## config.mk

```make
export PLATFORM = sky130hd
export DESIGN_NAME = nq_exec_unit
export DESIGN_NICKNAME = d
export VERILOG_FILES = /design/src/rtl/nq_exec_pkg.sv /design/src/rtl/nq_alu.sv /design/src/rtl/nq_exec_unit.sv
export SDC_FILE = /design/constraint.sdc
export NUM_CORES = 1
export LEC_CHECK = 0
export CAP_MARGIN = 20
export CORE_ASPECT_RATIO = 0.9
export CORE_MARGIN = 4
export CORE_UTILIZATION = 47
export DETAILED_ROUTE_END_ITERATION = 7
export PLACE_DENSITY = 0.77
export SKIP_CTS_REPAIR_TIMING = 1
export SLEW_MARGIN = 20
export SYNTH_ARGS = -nofsm -noshare
export SYNTH_HDL_FRONTEND = slang
export SYNTH_SLANG_ARGS = --single-unit
export TNS_END_PERCENT = 50
```

## constraint.sdc

```tcl
create_clock -name clk -period 4.1 [get_ports clk]
set_clock_uncertainty 0.15 [all_clocks]
set_input_delay 0.615 -clock clk [delete_from_list [all_inputs] [get_ports clk]]
set_output_delay 0.615 -clock clk [all_outputs]
set_load 0.02 [all_outputs]
```

## src/rtl/nq_exec_pkg.sv

```systemverilog
// nq_exec_pkg: shared definitions for the nqcpu execution back-end.
// Holds opcode/ALU-op constants, the one-hot sequencer state encoding,
// branch condition codes and the packed 33-bit control word.
package nq_exec_pkg;

  // Instruction opcodes, instr[15:12]
  localparam logic [3:0] OP_NOP   = 4'h0;
  localparam logic [3:0] OP_ADD   = 4'h1;
  localparam logic [3:0] OP_SUB   = 4'h2;
  localparam logic [3:0] OP_AND   = 4'h3;
  localparam logic [3:0] OP_OR    = 4'h4;
  localparam logic [3:0] OP_XOR   = 4'h5;
  localparam logic [3:0] OP_NOT   = 4'h6;
  localparam logic [3:0] OP_SHIFT = 4'h7;
  localparam logic [3:0] OP_LDL   = 4'h8;
  localparam logic [3:0] OP_LDH   = 4'h9;
  localparam logic [3:0] OP_ADDI  = 4'hA;
  localparam logic [3:0] OP_CMP   = 4'hB;
  localparam logic [3:0] OP_JMP   = 4'hC;
  localparam logic [3:0] OP_BR    = 4'hD;

  // ALU operation codes carried in the control word
  localparam logic [3:0] ALU_ADD   = 4'h0;
  localparam logic [3:0] ALU_SUB   = 4'h1;
  localparam logic [3:0] ALU_AND   = 4'h2;
  localparam logic [3:0] ALU_OR    = 4'h3;
  localparam logic [3:0] ALU_XOR   = 4'h4;
  localparam logic [3:0] ALU_NOT   = 4'h5;
  localparam logic [3:0] ALU_SHL   = 4'h6;
  localparam logic [3:0] ALU_SHR   = 4'h7;
  localparam logic [3:0] ALU_PASSB = 4'h8;

  // One-hot sequencer state; bit index matches dbg_state
  typedef enum logic [3:0] {
    ST_RESET  = 4'b0001,
    ST_FETCH  = 4'b0010,
    ST_DECODE = 4'b0100,
    ST_EXEC   = 4'b1000
  } state_e;

  // Branch condition codes, instr[11:10]
  localparam logic [1:0] COND_ALWAYS = 2'b00;
  localparam logic [1:0] COND_Z      = 2'b01;
  localparam logic [1:0] COND_C      = 2'b10;
  localparam logic [1:0] COND_NZ     = 2'b11;

  // Control word, MSB first
  typedef struct packed {
    logic       valid;     // 32
    logic [3:0] alu_op;    // 31:28
    logic [2:0] rd;        // 27:25
    logic [2:0] ra;        // 24:22
    logic [2:0] rb;        // 21:19
    logic       reg_we;    // 18
    logic       hb;        // 17
    logic       lb;        // 16
    logic       use_imm;   // 15
    logic       set_flags; // 14
    logic       is_jump;   // 13
    logic       is_branch; // 12
    logic [1:0] cond;      // 11:10
    logic [9:0] rsvd;      // 9:0
  } ctrl_t;

  localparam int CTRL_W         = 33;
  localparam int CTRL_VALID_BIT = 32;
  localparam int CTRL_ALUOP_LSB = 28;
  localparam int CTRL_RD_LSB    = 25;
  localparam int CTRL_RA_LSB    = 22;
  localparam int CTRL_RB_LSB    = 19;
  localparam int CTRL_COND_LSB  = 10;

  function automatic logic cond_met(input logic [1:0] cond, input logic c, input logic z);
    case (cond)
      COND_ALWAYS: cond_met = 1'b1;
      COND_Z:      cond_met = z;
      COND_C:      cond_met = c;
      default:     cond_met = ~z;
    endcase
  endfunction

  // Logic ops leave C alone; arithmetic and shifts update it
  function automatic logic alu_sets_carry(input logic [3:0] alu_op);
    alu_sets_carry = (alu_op == ALU_ADD) || (alu_op == ALU_SUB) ||
                     (alu_op == ALU_SHL) || (alu_op == ALU_SHR);
  endfunction

endpackage

```

## src/rtl/nq_alu.sv

```systemverilog
// nq_alu: combinational 16-bit ALU. carry is carry-out for ADD, borrow
// for SUB and the shifted-out bit for shifts; 0 otherwise.
module nq_alu
  import nq_exec_pkg::*;
(
  input  logic [15:0] a,
  input  logic [15:0] b,
  input  logic [3:0]  aluOp,
  output logic [15:0] result,
  output logic        carry,
  output logic        zero
);

  // Result and carry selection
  always_comb begin
    result = '0;
    carry  = 1'b0;
    case (aluOp)
      ALU_ADD:   {carry, result} = {1'b0, a} + {1'b0, b};
      ALU_SUB:   {carry, result} = {1'b0, a} - {1'b0, b};
      ALU_AND:   result = a & b;
      ALU_OR:    result = a | b;
      ALU_XOR:   result = a ^ b;
      ALU_NOT:   result = ~a;
      ALU_SHL: begin
        result = {a[14:0], 1'b0};
        carry  = a[15];
      end
      ALU_SHR: begin
        result = {1'b0, a[15:1]};
        carry  = a[0];
      end
      ALU_PASSB: result = b;
      default:   result = '0;
    endcase
  end

  assign zero = (result == 16'h0000);

endmodule

```

## src/rtl/nq_exec_unit.sv

```systemverilog
// nq_exec_unit: sequencer, decode register and execute stage of nqcpu.
// Optional feature macro: NQ_EXEC_SHIFT_EN enables SHL/SHR on opcode 7;
// without it opcode 7 is a NOP.
//
// state  | meaning
// -------+-----------------------------------------------
// RESET  | after reset; moves to FETCH next cycle
// FETCH  | waiting for instruction; held while needWait
// DECODE | latch control word, immediate and pc
// EXEC   | ALU, register write, flags and branch resolve
module nq_exec_unit
  import nq_exec_pkg::*;
(
  input  logic        clk,
  input  logic        rst_n,
  input  logic        needWait,
  output logic        fetch_en,
  output logic        decode_en,
  output logic        alu_en,
  output logic        incr_pc,
  input  logic [15:0] instr_in,
  input  logic [15:0] pc_in,
  output logic [2:0]  rf_regA,
  output logic [2:0]  rf_regB,
  output logic [2:0]  rf_regDest,
  input  logic [15:0] rf_dataA,
  input  logic [15:0] rf_dataB,
  output logic [15:0] rf_dataIn,
  output logic        rf_we,
  output logic        rf_hb,
  output logic        rf_lb,
  output logic        setPC,
  output logic [15:0] setPCValue,
  output logic [32:0] ctrl_out,
  output logic [9:0]  dbg_state,
  output logic [1:0]  dbg_statusreg
);

  state_e      state_q, state_d;
  ctrl_t       ctrl_q, ctrl_d;
  logic [15:0] imm_q, imm_d;
  logic [15:0] pc_q, pc_d;
  logic [1:0]  flags_q, flags_d;   // {C, Z}

  logic [15:0] alu_b;
  logic [15:0] alu_result;
  logic        alu_carry;
  logic        alu_zero;
  logic        exec_ok;

  // State and decode/flag registers
  always_ff @(posedge clk) begin
    if (!rst_n) begin
      state_q <= ST_RESET;
      ctrl_q  <= '0;
      imm_q   <= '0;
      pc_q    <= '0;
      flags_q <= '0;
    end else begin
      state_q <= state_d;
      ctrl_q  <= ctrl_d;
      imm_q   <= imm_d;
      pc_q    <= pc_d;
      flags_q <= flags_d;
    end
  end

  // Sequencer next state and stage enables
  always_comb begin
    state_d   = state_q;
    fetch_en  = 1'b0;
    decode_en = 1'b0;
    alu_en    = 1'b0;
    case (state_q)
      ST_RESET:  state_d = ST_FETCH;
      ST_FETCH: begin
        fetch_en = 1'b1;
        if (!needWait) state_d = ST_DECODE;
      end
      ST_DECODE: begin
        decode_en = 1'b1;
        state_d   = ST_EXEC;
      end
      ST_EXEC: begin
        alu_en  = 1'b1;
        state_d = ST_FETCH;
      end
      default:   state_d = ST_RESET;
    endcase
  end

  assign incr_pc = fetch_en & ~needWait;

  // Instruction decode into control word and immediate
  always_comb begin
    ctrl_d = ctrl_q;
    imm_d  = imm_q;
    pc_d   = pc_q;
    if (decode_en) begin
      ctrl_d       = '0;
      ctrl_d.valid = 1'b1;
      ctrl_d.rd    = instr_in[11:9];
      ctrl_d.ra    = instr_in[8:6];
      ctrl_d.rb    = instr_in[5:3];
      imm_d        = '0;
      pc_d         = pc_in;
      case (instr_in[15:12])
        OP_ADD, OP_SUB, OP_AND, OP_OR, OP_XOR, OP_NOT: begin
          case (instr_in[15:12])
            OP_ADD:  ctrl_d.alu_op = ALU_ADD;
            OP_SUB:  ctrl_d.alu_op = ALU_SUB;
            OP_AND:  ctrl_d.alu_op = ALU_AND;
            OP_OR:   ctrl_d.alu_op = ALU_OR;
            OP_XOR:  ctrl_d.alu_op = ALU_XOR;
            default: ctrl_d.alu_op = ALU_NOT;
          endcase
          ctrl_d.reg_we    = 1'b1;
          ctrl_d.hb        = 1'b1;
          ctrl_d.lb        = 1'b1;
          ctrl_d.set_flags = 1'b1;
        end
        OP_SHIFT: begin
`ifdef NQ_EXEC_SHIFT_EN
          ctrl_d.alu_op    = instr_in[0] ? ALU_SHR : ALU_SHL;
          ctrl_d.reg_we    = 1'b1;
          ctrl_d.hb        = 1'b1;
          ctrl_d.lb        = 1'b1;
          ctrl_d.set_flags = 1'b1;
`else
          // shifter not built: behaves as NOP
          ctrl_d.alu_op    = ALU_ADD;
`endif
        end
        OP_LDL: begin
          ctrl_d.alu_op  = ALU_PASSB;
          ctrl_d.reg_we  = 1'b1;
          ctrl_d.lb      = 1'b1;
          ctrl_d.use_imm = 1'b1;
          imm_d          = {8'h00, instr_in[7:0]};
        end
        OP_LDH: begin
          ctrl_d.alu_op  = ALU_PASSB;
          ctrl_d.reg_we  = 1'b1;
          ctrl_d.hb      = 1'b1;
          ctrl_d.use_imm = 1'b1;
          imm_d          = {instr_in[7:0], 8'h00};
        end
        OP_ADDI: begin
          ctrl_d.alu_op    = ALU_ADD;
          ctrl_d.reg_we    = 1'b1;
          ctrl_d.hb        = 1'b1;
          ctrl_d.lb        = 1'b1;
          ctrl_d.use_imm   = 1'b1;
          ctrl_d.set_flags = 1'b1;
          imm_d            = {{10{instr_in[5]}}, instr_in[5:0]};
        end
        OP_CMP: begin
          ctrl_d.alu_op    = ALU_SUB;
          ctrl_d.set_flags = 1'b1;
        end
        OP_JMP:  ctrl_d.is_jump = 1'b1;
        OP_BR: begin
          ctrl_d.is_branch = 1'b1;
          ctrl_d.cond      = instr_in[11:10];
          imm_d            = {{5{instr_in[9]}}, instr_in[9:0], 1'b0};
        end
        default: ctrl_d.alu_op = ALU_ADD;
      endcase
    end
  end

  assign alu_b = ctrl_q.use_imm ? imm_q : rf_dataB;

  nq_alu u_alu (
    .a      (rf_dataA),
    .b      (alu_b),
    .aluOp  (ctrl_q.alu_op),
    .result (alu_result),
    .carry  (alu_carry),
    .zero   (alu_zero)
  );

  // A reset landing in EXEC must suppress the write and the branch
  assign exec_ok = alu_en & rst_n;

  // Execute-stage outputs and flag update
  always_comb begin
    rf_we      = exec_ok & ctrl_q.reg_we;
    rf_hb      = alu_en & ctrl_q.hb;
    rf_lb      = alu_en & ctrl_q.lb;
    rf_dataIn  = alu_result;
    setPC      = exec_ok & (ctrl_q.is_jump |
                 (ctrl_q.is_branch & cond_met(ctrl_q.cond, flags_q[1], flags_q[0])));
    setPCValue = ctrl_q.is_jump ? rf_dataA : (pc_q + imm_q);
    flags_d    = flags_q;
    if (exec_ok && ctrl_q.set_flags) begin
      flags_d[0] = alu_zero;
      if (alu_sets_carry(ctrl_q.alu_op)) flags_d[1] = alu_carry;
    end
  end

  assign rf_regA       = ctrl_q.ra;
  assign rf_regB       = ctrl_q.rb;
  assign rf_regDest    = ctrl_q.rd;
  assign ctrl_out      = ctrl_q;
  assign dbg_state     = {6'b000000, state_q};
  assign dbg_statusreg = flags_q;

endmodule

```

[Word level (Yosys, flattened, before mapping)]
Cells that the tools add are included.
Widths: inputs -> output; s select.
Storage, ports and cells
  flip-flop bits (word level): 61
  input bits: 67
  output and inout port bits: 94
  word-level logic and storage cells: 98
Cells by class
  add/subtract/negate cells: 3
  equal/unequal tests: 27
  multiplexer cells: 20
  bitwise gates (word level): 14
  reductions and logical operators: 16
Operator list (number)
  $pmux 16 s9: 1
  $pmux 16 s4: 1
  $eq 4x3->1 const B: 8
  $eq 4x4->1 const B: 8
  $mux 16: 2
  $pmux 4 s3: 2
  $reduce_or 8->1: 3
  $eq 4x2->1 const B: 5
  $add 16x16->17: 1
  $sub 16x16->17: 1
  $add 16x16->16: 1
  $and 16x16->16: 1
  $logic_not 16->1: 1
  $not 16->16: 1
  $or 16x16->16: 1
  $xor 16x16->16: 1
  $pmux 3 s5: 1
  $eq 4x1->1 const B: 3
  $mux 1: 9
  $reduce_or 9->1: 1
  $and 1x1->1: 7
  $reduce_or 6->1: 1
  $logic_not 4->1: 1
  $mux 4: 1
  14 further kinds: 18

[Longest topological paths before layout]
Gate-level depths: netlist of the first run.
  depth after elaboration: 5
  depth in mapped cells: 15
  mapped depth without buffers: 14

[Modules after synthesis]
Synthesis of the first run repeated with hierarchy kept, for this count alone.
Unflattened totals
  cell total of the unflattened synthesis: 912
  area total of the unflattened synthesis: 6829.0 µm²
Modules (own cells, without submodules)
  nq_exec_unit: times used 1, cells an instance 495, area each 3918.8 µm², seq. area each 1221.2 µm²
  nq_alu: times used 1, cells an instance 417, area each 2910.3 µm², seq. area each 0.0 µm²

[Worst setup path after synthesis of the first run]
No wires, ideal clock.
  kind: register to register
  from: register ctrl_q (netlist bit ctrl_out[15])
  to: register flags_q[0], in the netlist dbg_statusreg[0]
  setup time: 0.086 ns
  arrival: 4.376 ns
  required time: 3.864 ns
  slack: -0.512 ns
  stages on the path, launching flop included: 16
  path buffers: 3
  period minus slack after synthesis: 4.612 ns
  cell sequence: dfxtp_1 -> buf_2 -> buf_1 -> mux2_2 -> inv_1 -> ha_1 -> clkbuf_1 -> nor2_1 -> a211oi_1 -> a211oi_1 -> a211oi_1 -> nand3_1 -> or4_1 -> or4_1 -> or4_1 -> o31ai_2
Between the ends
  longest elaborated chain between the ends: 4
  elaborated cells between the ends (all ways): 8
  classes of those cells: add/sub: 2; mux: 2; bitwise: 3; reduce/logical: 1
Ends and longest elaborated chain
  start, declared: RTL line nq_exec_unit.sv:40  | ctrl_t ctrl_q, ctrl_d;
  start signal, assigned: RTL line nq_exec_unit.sv:61  | ctrl_q <= ctrl_d;
  $mux 16 (*): RTL line nq_exec_unit.sv:172  | assign alu_b = ctrl_q.use_imm ? imm_q : rf_dataB;
  $sub 16x16->17, or another cell as far along: RTL line nq_alu.sv:20  | ALU_SUB: {carry, result} = {1'b0, a} - {1'b0, b};
  $pmux 16 s9 (*): RTL line nq_alu.sv:18  | case (aluOp)
  named net rf_dataIn[8]: RTL line nq_exec_unit.sv:28  | output logic [15:0] rf_dataIn,
  $logic_not 16->1 (*): RTL line nq_alu.sv:38  | assign zero = (result == 16'h0000);
  end signal, assigned: RTL line nq_exec_unit.sv:64  | flags_q <= flags_d;
  end, declared: RTL line nq_exec_unit.sv:43  | logic [1:0] flags_q, flags_d;
The timed path passes the listed nets; every way through them passes the cells marked *.
A chain may end at the register's enable or synchronous reset.

[Worst setup path after layout of the first run]
  from: input port rf_dataB[2]
  to: register flags_q[0], in the netlist dbg_statusreg[0]
Between the ends
  longest elaborated chain between the ends: 4
  elaborated cells between the ends (all ways): 8
  classes of those cells: add/sub: 2; mux: 2; bitwise: 3; reduce/logical: 1
Ends and longest elaborated chain
  start, declared: RTL line nq_exec_unit.sv:27  | input logic [15:0] rf_dataB,
  $mux 16 (*): RTL line nq_exec_unit.sv:172
  $sub 16x16->17, or another cell as far along: RTL line nq_alu.sv:20
  $pmux 16 s9 (*): RTL line nq_alu.sv:18
  $logic_not 16->1 (*): RTL line nq_alu.sv:38
Mark *: on every way between the ends. The rest lies on a longest branch, timed or not.

==> results of run 1 <==
-- synth_stat cells, drive strengths merged (4+ instances only) --
| master | instances | area share |
|---|---|---|
| o21bai | 6 | 0.0065 |
| ha | 66 | 0.12 |
| a221o | 6 | 0.0092 |
| o22ai | 8 | 0.0072 |
| o41ai | 5 | 0.0063 |
| o31ai | 5 | 0.0061 |
| o21a | 5 | 0.0054 |
| nor4b | 8 | 0.012 |
| nor4 | 8 | 0.0072 |
| nor3b | 6 | 0.0065 |
| o21ai | 62 | 0.045 |
| nor3 | 26 | 0.019 |
| dfxtp | 61 | 0.18 |
| a21o | 11 | 0.012 |
| clkbuf | 38 | 0.025 |
| a21oi | 49 | 0.035 |
| a221oi | 4 | 0.0050 |
| a211oi | 13 | 0.014 |
| nand2b | 13 | 0.012 |
| a31oi | 9 | 0.0081 |
| nand2 | 120 | 0.065 |
| a222oi | 6 | 0.0086 |
| inv | 58 | 0.031 |
| mux2i | 11 | 0.016 |
| and2 | 13 | 0.012 |
| and3 | 5 | 0.0047 |
| mux2 | 10 | 0.017 |
| or3 | 6 | 0.0054 |
| a2bb2oi | 5 | 0.0063 |
| a22oi | 27 | 0.031 |
| xor2 | 9 | 0.011 |
| o221ai | 5 | 0.0063 |
| xnor2 | 8 | 0.010 |
| o211ai | 8 | 0.0086 |
| nand4 | 4 | 0.0036 |
| a211o | 6 | 0.0083 |
| nand3 | 14 | 0.010 |
| a21boi | 31 | 0.033 |
| nor2b | 22 | 0.020 |
| nor2 | 44 | 0.024 |
| or4 | 7 | 0.0077 |
| buf | 45 | 0.049 |
-- layer usage --
metal	global-route usage	vias up
met5	0	-
met4	0.1108	0
met3	0.04516	85
li1	-	3891
met1	0.4183	3937
met2	0.4774	475
-- kinds of logic after synthesis --
kind of cell	synth area share
AO/OA/AOI/OAI	0.2982
flip-flops	0.1756
adder cells (fa/ha/maj)	0.1274
buffers and inverters	0.1078
other	0.0005393
multiplexers	0.03311
AND/OR/NAND/NOR	0.2359
XOR/XNOR	0.02142
-- cell type report --
| class | count | share of cell area |
|---|---|---|
| clock buffer | 10 | 0.02275 |
| multi-input combinational | 737 | 0.5247 |
| tap | 193 | 0.02299 |
| clock inverter | 6 | 0.008934 |
| sequential | 61 | 0.1166 |
| timing repair buffer | 338 | 0.2823 |
| inverter | 58 | 0.02168 |
-- worst paths after layout --
kind,to,startpoint,depth (start not counted)
worst max-delay path,dbg_statusreg[0],rf_dataB[2],14
worst min-delay path,ctrl_out[32],ctrl_out[32],1
worst max register to register,dbg_statusreg[0],ctrl_out[15],14
worst min register to register,ctrl_out[32],ctrl_out[32],1
-- power by group through the flow --
stage | logic, mW | registers (mW) | clock network [mW]
floorplan | 0.382 | 0.626 | 0
global placement | 0.753 | 0.619 | 0
detailed placement | 0.761 | 0.620 | 0
CTS | 0.765 | 0.607 | 0.841
global route | 0.932 | 0.607 | 0.869
finish | 0.873 | 0.606 | 0.839
-- state kept, by name, indices dropped and copies added, names as in the netlist --
name	count
dbg_statusreg	2
rf_regA	3
rf_regB	3
imm_q	16
state_q	4
rf_regDest	3
ctrl_out	14
pc_q	16
-- through the flow --
stage,instances,instance area (sq um),setup TNS [ps],worst slack [ps]
after floorplan,940,7024,-198.5,-198.5
after global placement,1368,9524,-7712,-977.6
after detailed placement,1368,9524,-8253,-1019
after CTS,1384,9857,-9442,-1018
after global routing,1403,10500,-2128,-660.0
final,1403,10500,-1249,-635.2
==> results by group, run 1 <==
Floorplan
  • Num rows: 41
  • Die H: 123.4 um
  • Initial Util: 0.4875
  • Area of the core: 0.01426 sq mm
  • Die area: 0.01681 sq mm
  • Die X: 136.2 um
  • I/O pin cnt: 161

Outcome
  • Failing checks: setup timing
  • Status: finished, violations left

Worst setup path
  • CP Launch Type: input pin
  • Req. time, crit path: 4200 ps
  • Buf/Inv on CP: 3
  • Max incr delay on CP: 550 ps
  • CP Cell Sequence: clkdlybuf4s50_1 > mux2i_1 > buf_4 > ha_4 > buf_4 > nor2_2 > nor3_1 > a211o_2 > a211o_1 > or4_4 > or4_4 > or4_4 > or4_4 > o31ai_2
  • CP delay by family, top: simple AND/OR/NAND/NOR gates
  • CP most frequent cell: or4_4
  • Critical path endpoint category: register
  • Flop-to-flop setup slack: -600 ps
  • CP max FO: 5
  • Crit path DAT: 4840 ps
  • Worst-path cell with the longest stage delay: or4_4
  • Critical path class: input pin to register

Cells and area
  • Final Net Count: 1341
  • Fin util: 0.7365
  • Area delta synth->final: 51.07%
  • Reg area: 0.001225 sq mm
  • Commonest non-fill, non-tap cells in the layout: 186 x buf_4, 120 x nand2_1, 120 x clkdlybuf4s50_1, 60 x dfxtp_1, 53 x o21ai_0
  • Share of post-route cells with drive strength above 1: 0.2785
  • Multi-input gate area: 0.005512 sq mm
  • Commonest non-fill, non-tap cell in the layout: buf_4
  • ANT cells: 0
  • Fillers: 1052

Power
  • Clock share of power: 0.362
  • Seq pwr share: 0.262
  • Total power: 2.318 mW
  • Pleak: 4.475 nW
  • Maximum VDD drop: 0.2118 mV
  • Gate power share: 0.377
  • Sw Share: 0.3146
  • Power Dens Cells: 220.7 mW/mm^2
  • Internal power: 1.589 mW
  • Net Sw Power: 729.4 uW

Route
  • Met1 wire length: 11140 um
  • Vias per cell: 5.979
  • Drt pass-1 iters: 6
  • First DRT Iteration DRCs: 1138
  • Detailed-route via count: 8388
  • Met2 routed WL: 12480 um
  • DR top layer: met4
  • DRT Wirelength: 27080 um
  • Wire per inst: 19.30 um
  • Routed wl met3: 2443 um
  • Drt drc: 0
  • Post-route ant nets: 0

Flow run
  • Max-Cap Viols: 0

Timing
  • Final min period: 4735 ps
  • RSZ-0062 raised after global routing: true
  • Final worst-path cycle share: 1.155
  • Slew margin rel.: 0.3398
  • Final Hold Vio Count: 0
  • Worst hold slack: 317.0 ps
  • Final Setup Violations: 5
  • Final-report max-slew violation count: 0
  • Worst-Margin Slew: 989.0 ps
  • Max frequency: 0.2112 GHz
  • Setup ws final: -635.2 ps

Logic synthesis
  • Post-synth EDFFs: 0
  • Share of the yosys chip area belonging to registers: 0.1756
  • FF+latch count, synth: 61
  • Post-synthesis cell type count: 92
  • FFs w/ async S/R, synth: 0
  • Cell Area, Synth: 0.006953 sq mm
  • Post-Syn Instances: 925
  • Mean Syn Cell Area: 7.517 sq um
  • Yosys warnings: 0
  • Ys flop type: dfxtp_1

Global routing
  • Gr usage total: 0.3021
  • Pin count of the biggest net entering global routing: 64
  • Initial antenna violation count: 0
  • First-pass GRT wire length: 40430 um
  • GRT overflow: 0
  • Vias in the first global route: 7605

CTS
  • H-tree levels: 3
  • Clock Sinks: 61
  • Num CTS Buffers: 9
  • CTS tree: done
  • Clk buf depth: 2
  • Clock-pin slew on the worst setup and hold paths: 60 ps
  • Root buffer cell: clkbuf_16
  • Clock network latency to the later pin of the worst-skew pair: 330 ps

Place
  • Number of I/O port buffers: 144
  • HPWL after DPL: 19990 um
  • GP Congestion: 1.007

Worst hold path
  • Hold Crit Class: register to register
Power figures use the tool's default switching activity.
==> run 2: changes to the inputs <==
==> constraint.sdc (replaced) <==
create_clock -name clk -period 4.1 [get_ports clk]
set_clock_uncertainty 0.15 [all_clocks]
set_input_delay 0.41 -clock clk [delete_from_list [all_inputs] [get_ports clk]]
set_output_delay 0.41 -clock clk [all_outputs]
set_load 0.02 [all_outputs]
==> run 2 against run 1 <==
Net effect:
- the flow still finishes with violations (setup timing)
- sequential power barely moved
- routed wire length fell by 1.7%
- register-to-register slack gained 330 ps
- die area did not move
- clock-buffer cell count shrank 1
- fmax increased by 8.3%
- utilization shrank 2.9 points
- critical endpoint unchanged
- largest power group unchanged
- highest routed layer unchanged
==> results by group, run 2 (synthesis results as in run 1) <==
Worst setup path
  • Reg-to-Reg Start: ctrl_out[15] (unchanged)
  • Worst Setup SP: ctrl_out[15] (was rf_dataB[2])
  • Flop-to-flop setup slack: -270 ps (was -600 ps)
  • CP Launch Type: register (was input pin)
  • Reg2reg path depth: 13 (was 14)
  • Crit path DAT: 4480 ps (was 4840 ps)
  • R2r endpoint: dbg_statusreg[0] (unchanged)
  • Req. time, crit path: 4210 ps (was 4200 ps)
  • CP max FO: 2 (was 5)
  • Critical path endpoint category: register (unchanged)
  • Critical path class: register to register (was input pin to register)

Timing
  • Final Setup Violations: 2 (was 5)
  • Setup ws final: -270.8 ps (was -635.2 ps)
  • RSZ-0062 raised after global routing: true (unchanged)
  • Worst-Margin Slew: 1176 ps (was 989.0 ps)
  • Max frequency: 0.2288 GHz (was 0.2112 GHz)
  • Final worst-path cycle share: 1.066 (was 1.155)
  • Final-report max-slew violation count: 0 (unchanged)
  • Final min period: 4371 ps (was 4735 ps)
  • Slew margin rel.: 0.2055 (was 0.3398)
  • Final Hold Vio Count: 0 (unchanged)
  • Setup tns final: -359.8 ps (was -1249 ps)

CTS
  • Num CTS Buffers: 9 (unchanged)
  • Clock Sinks: 61 (unchanged)
  • H-tree levels: 3 (unchanged)
  • CTS tree: done (unchanged)
  • Clock-pin slew on the worst setup and hold paths: 60 ps (about the same)
  • Root buffer cell: clkbuf_16 (unchanged)
  • Clock network latency to the later pin of the worst-skew pair: 330 ps (about the same)
  • Clk buf depth: 2 (unchanged)

Place
  • Number of I/O port buffers: 144 (unchanged)
  • HPWL after DPL: 20400 um (was 19990 um)
  • Placed insts: 1355 (was 1368)
  • GP Congestion: 0.9826 (was 1.007)
  • Placed inst area: 0.009449 sq mm (was 0.009524 sq mm)

Power
  • Maximum VDD drop: 0.2066 mV (was 0.2118 mV)
  • Pleak: 4.244 nW (was 4.475 nW)
  • Power Dens Cells: 221.9 mW/mm^2 (was 220.7 mW/mm^2)

Route
  • Drt pass-1 iters: 6 (unchanged)
  • Detailed-route via count: 8257 (was 8388)
  • Vias per cell: 6.005 (was 5.979)
  • DRT Wirelength: 26630 um (was 27080 um)
  • Drt drc: 0 (unchanged)
  • Wire per inst: 19.37 um (was 19.30 um)
  • Post-route ant nets: 0 (unchanged)
  • First DRT Iteration DRCs: 1029 (was 1138)

Flow run
  • Max-Cap Viols: 0 (unchanged)

Cells and area
  • Final Net Count: 1313 (was 1341)
  • Commonest non-fill, non-tap cells in the layout: 165 x buf_4, 129 x clkdlybuf4s50_1, 120 x nand2_1, 59 x dfxtp_1, 56 x ha_1 (was 186 x buf_4, 120 x nand2_1, 120 x clkdlybuf4s50_1, 60 x dfxtp_1, 53 x o21ai_0)
  • Share of post-route cells with drive strength above 1: 0.2377 (was 0.2785)
  • Final std cells w/o fill: 1375 (was 1403)
  • Area delta synth->final: 45.06% (was 51.07%)
  • ANT cells: 0 (unchanged)
  • Finished Cell Area: 0.01009 sq mm (was 0.01050 sq mm)
  • Commonest non-fill, non-tap cell in the layout: buf_4 (unchanged)

Floorplan
  • Die X: 136.2 um (unchanged)
  • Num rows: 41 (unchanged)
  • I/O pin cnt: 161 (unchanged)
  • Area of the core: 0.01426 sq mm (unchanged)
  • Die area: 0.01681 sq mm (unchanged)
  • Initial Util: 0.4875 (unchanged)
  • Die H: 123.4 um (unchanged)

Global routing
  • Pin count of the biggest net entering global routing: 64 (unchanged)
  • Vias in the first global route: 7738 (was 7605)
  • Initial antenna violation count: 0 (unchanged)
  • Gr usage total: 0.3093 (was 0.3021)
  • First-pass GRT wire length: 41190 um (was 40430 um)
  • GRT overflow: 0 (unchanged)

Outcome
  • Failing checks: setup timing (unchanged)
  • Status: finished, violations left (unchanged)

Worst hold path
  • Min-Delay Endpoint: pc_q[10] (was ctrl_out[32])
  • Hold Path Stages: 2 (was 1)
  • Worst hold path startpoint: pc_q[10] (was ctrl_out[32])
  • Hold Crit Class: register to register (unchanged)
==> run 2: cell type report <==
type                    instances  area, sq um
multi-input cells             737         5374
flip-flops and latches         61         1226
well taps                     193        241.5
clock inverters                 7        81.33
repair buffers                310         2720
clock buffers                   9        225.2
inverters                      58        217.7
fillers                      1146         4175
==> run 2: worst max path at each step <==
stage,to,slack [ps]
final,dbg_statusreg[0],-270
after global routing,dbg_statusreg[0],-390
after CTS,rf_dataIn[14],-610
after detailed placement,dbg_statusreg[0],-750
after global placement,dbg_statusreg[0],-740
after floorplan,dbg_statusreg[0],-150
==> run 2: worst max-delay path, cell delays in order (launching register included) <==
cell,delay (ps)
dfxtp_4,350
mux2i_2,250
inv_1,100
ha_2,180
inv_1,60
fa_2,430
a22oi_1,140
o21ai_1,110
or4_1,490
or4_4,550
or4_4,430
or4_4,450
or4_4,430
o31ai_2,170
==> run 2: metrics by stage <==
| step | power [mW] | hold WS, ps | setup WS (ps) | utilization |
|---|---|---|---|---|
| detailed placement | 1.395 | 313.2 | -753.7 | 0.6626 |
| floorplan | 1.007 | 297.2 | -154.1 | - |
| finish | 2.238 | 320.8 | -270.8 | 0.7072 |
| global route | 2.329 | 343.5 | -390.1 | 0.7072 |
| CTS | 2.168 | 324.5 | -607.8 | 0.6841 |
| global placement | 1.388 | 298.8 | -738.3 | 0.6625 |
==> run 2: power by group <==
group | total, mW | switching (mW) | internal [mW]
clock | 0.779 | 0.300 | 0.478
sequential | 0.605 | 0.00646 | 0.598
combinational | 0.855 | 0.429 | 0.426
==> run 2: routing by layer <==
metal  track usage  vias to the layer above  wire (um)
li1              -                     3849          -
met1        0.4261                     3863      11190
met2        0.4824                      468      11950
met3       0.05858                       77       2582
met4        0.1134                        0        915
met5             0                        -          0
==> run 3: changes to the inputs <==
--- a/config.mk
+++ b/config.mk
@@ -5,14 +5,12 @@
 export SDC_FILE = /design/constraint.sdc
 export NUM_CORES = 1
 export LEC_CHECK = 0
-export CAP_MARGIN = 20
 export CORE_ASPECT_RATIO = 0.9
 export CORE_MARGIN = 4
 export CORE_UTILIZATION = 47
 export DETAILED_ROUTE_END_ITERATION = 7
 export PLACE_DENSITY = 0.77
 export SKIP_CTS_REPAIR_TIMING = 1
-export SLEW_MARGIN = 20
 export SYNTH_ARGS = -nofsm -noshare
 export SYNTH_HDL_FRONTEND = slang
 export SYNTH_SLANG_ARGS = --single-unit
==> run 3 against run 2 <==
Net effect:
- the run still ends with setup timing left
- critical path type unchanged
- highest routed layer unchanged
- clock-buffer cell count unchanged
- sequential cell count unchanged
- die area unchanged
- sequential share of layout area about the same
- fmax about the same
- final cell count unchanged
- clock power about the same
- routed wire length increased by 0.33%
- register-to-register slack about the same
==> results by group, run 3 (synthesis results as in run 1) <==
Outcome
  • Status: finished, violations left (unchanged)
  • Failing checks: setup timing (unchanged)

Cells and area
  • Area delta synth->final: 45.04% (was 45.06%)
  • Final std cells w/o fill: 1375 (unchanged)
  • Commonest non-fill, non-tap cell in the layout: buf_4 (unchanged)
  • Fillers: 1147 (was 1146)
  • ANT cells: 0 (unchanged)
  • Final Net Count: 1313 (unchanged)
  • Share of post-route cells with drive strength above 1: 0.2369 (was 0.2377)
  • Commonest non-fill, non-tap cells in the layout: 165 x buf_4, 129 x clkdlybuf4s50_1, 120 x nand2_1, 60 x dfxtp_1, 56 x ha_1 (was 165 x buf_4, 129 x clkdlybuf4s50_1, 120 x nand2_1, 59 x dfxtp_1, 56 x ha_1)

Floorplan
  • Die X: 136.2 um (unchanged)
  • I/O pin cnt: 161 (unchanged)
  • Initial Util: 0.4875 (unchanged)
  • Num rows: 41 (unchanged)
  • Die H: 123.4 um (unchanged)
  • Die area: 0.01681 sq mm (unchanged)
  • Area of the core: 0.01426 sq mm (unchanged)

Place
  • Placed insts: 1355 (unchanged)
  • HPWL after DPL: 20400 um (unchanged)
  • GP Congestion: 0.9826 (unchanged)
  • Number of I/O port buffers: 144 (unchanged)

Worst setup path
  • Crit path DAT: 4480 ps (about the same)
  • Req. time, crit path: 4210 ps (about the same)
  • Critical path endpoint category: register (unchanged)
  • CP Cell Sequence: mux2i_2 > inv_1 > ha_2 > inv_1 > fa_2 > a22oi_1 > o21ai_1 > or4_1 > or4_4 > or4_4 > or4_4 > or4_4 > o31ai_2 (unchanged)
  • Critical path class: register to register (unchanged)
  • Max incr delay on CP: 550 ps (about the same)
  • CP most frequent cell: or4_4 (unchanged)
  • CP max FO: 2 (unchanged)
  • CP Launch Type: register (unchanged)
  • Worst-path cell with the longest stage delay: or4_4 (unchanged)

CTS
  • CTS tree: done (unchanged)
  • Root buffer cell: clkbuf_16 (unchanged)
  • H-tree levels: 3 (unchanged)
  • Clk buf depth: 2 (unchanged)
  • Num CTS Buffers: 9 (unchanged)
  • Clock network latency to the later pin of the worst-skew pair: 330 ps (about the same)
  • Clock Sinks: 61 (unchanged)
  • Clock-pin slew on the worst setup and hold paths: 60 ps (about the same)

Power
  • Pleak: 4.244 nW (about the same)
  • Power Dens Cells: 222.0 mW/mm^2 (was 221.9 mW/mm^2)
  • Total power: 2.239 mW (was 2.238 mW)
  • Maximum VDD drop: 0.2062 mV (was 0.2066 mV)

Route
  • First DRT Iteration DRCs: 1060 (was 1029)
  • Detailed-route via count: 8239 (was 8257)
  • Wire per inst: 19.43 um (was 19.37 um)
  • Drt drc: 0 (unchanged)
  • Post-route ant nets: 0 (unchanged)
  • Vias per cell: 5.992 (was 6.005)
  • Drt pass-1 iters: 6 (unchanged)
  • DRT Wirelength: 26720 um (was 26630 um)

Global routing
  • First-pass GRT wire length: 41190 um (unchanged)
  • Pin count of the biggest net entering global routing: 64 (unchanged)
  • Gr usage total: 0.3093 (unchanged)
  • Vias in the first global route: 7745 (was 7738)
  • Initial antenna violation count: 0 (unchanged)
  • GRT overflow: 0 (unchanged)

Timing
  • Slew margin rel.: 0.1596 (was 0.2055)
  • Max frequency: 0.2287 GHz (was 0.2288 GHz)
  • Setup ws final: -272.4 ps (was -270.8 ps)
  • Final worst-path cycle share: 1.066 (about the same)
  • Final-report max-slew violation count: 0 (unchanged)
  • Final Hold Vio Count: 0 (unchanged)
  • Worst-Margin Slew: 1259 ps (was 1176 ps)
  • Final Setup Violations: 2 (unchanged)
  • Final min period: 4372 ps (was 4371 ps)
  • RSZ-0062 raised after global routing: true (unchanged)

Flow run
  • Max-Cap Viols: 0 (unchanged)

Worst hold path
  • Hold Crit Class: register to register (unchanged)
[run 3: changes by cell type in the layout (fill, tap and decap cells not counted)]
| cell | before | now |
|---|---|---|
| dfxtp_2 | 1 | 0 |
| dfxtp_1 | 59 | 60 |
[run 3: per-layer routing]
layer	global-route usage	up-vias	wire, um
li1	-	3844	-
met1	0.4259	3877	11360
met2	0.4824	446	12030
met3	0.05858	72	2420
met4	0.1140	0	918
met5	0	-	0
[run 3: through the flow]
stage          area, sq um  hold WS [ps]  setup slack (ps)  utilization  setup TNS (ps)
2_1_floorplan         7027         297.2            -154.1            -          -154.1
3_3_place_gp          9448         298.8            -738.3       0.6625           -3827
3_5_place_dp          9448         313.2            -753.7       0.6625           -4113
4_1_cts               9754         324.5            -607.8       0.6840           -4908
5_1_grt              10080         343.5            -390.1       0.7071          -915.6
6_report             10080         320.7            -272.4       0.7071          -374.9
[run 3: path summary, 6_finish.rpt]
check,start,to,slack [ps],depth (start not counted)
max,ctrl_out[15],dbg_statusreg[0],-270,13
min,pc_q[10],pc_q[10],320,2
max reg2reg,ctrl_out[15],dbg_statusreg[0],-270,13
min reg2reg,pc_q[10],pc_q[10],320,2
[run 3: final cells by class]
cell class | count | area, sq um | share of cell area
multi-input combinational | 737 | 5374 | 0.5329
timing repair buffer | 310 | 2720 | 0.2697
sequential | 61 | 1225 | 0.1215
tap | 193 | 241.5 | 0.02395
clock buffer | 9 | 225.2 | 0.02233
inverter | 58 | 217.7 | 0.02159
clock inverter | 7 | 81.33 | 0.008064
[run 3: power by group]
| group | switching (mW) | internal, mW |
|---|---|---|
| clock network | 0.301 | 0.478 |
| logic | 0.430 | 0.426 |
| registers | 0.00647 | 0.598 |
[run 3: critical path, delay by kind of cell (launching register included)]
| kind | cells | cell delay [ps] |
|---|---|---|
| AOI/OAI and AO/OA | 3 | 420 |
| adders and majority gates | 2 | 610 |
| buffers and inverters | 2 | 170 |
| DFF | 1 | 350 |
| muxes | 1 | 250 |
| and+or+nand+nor | 5 | 2340 |
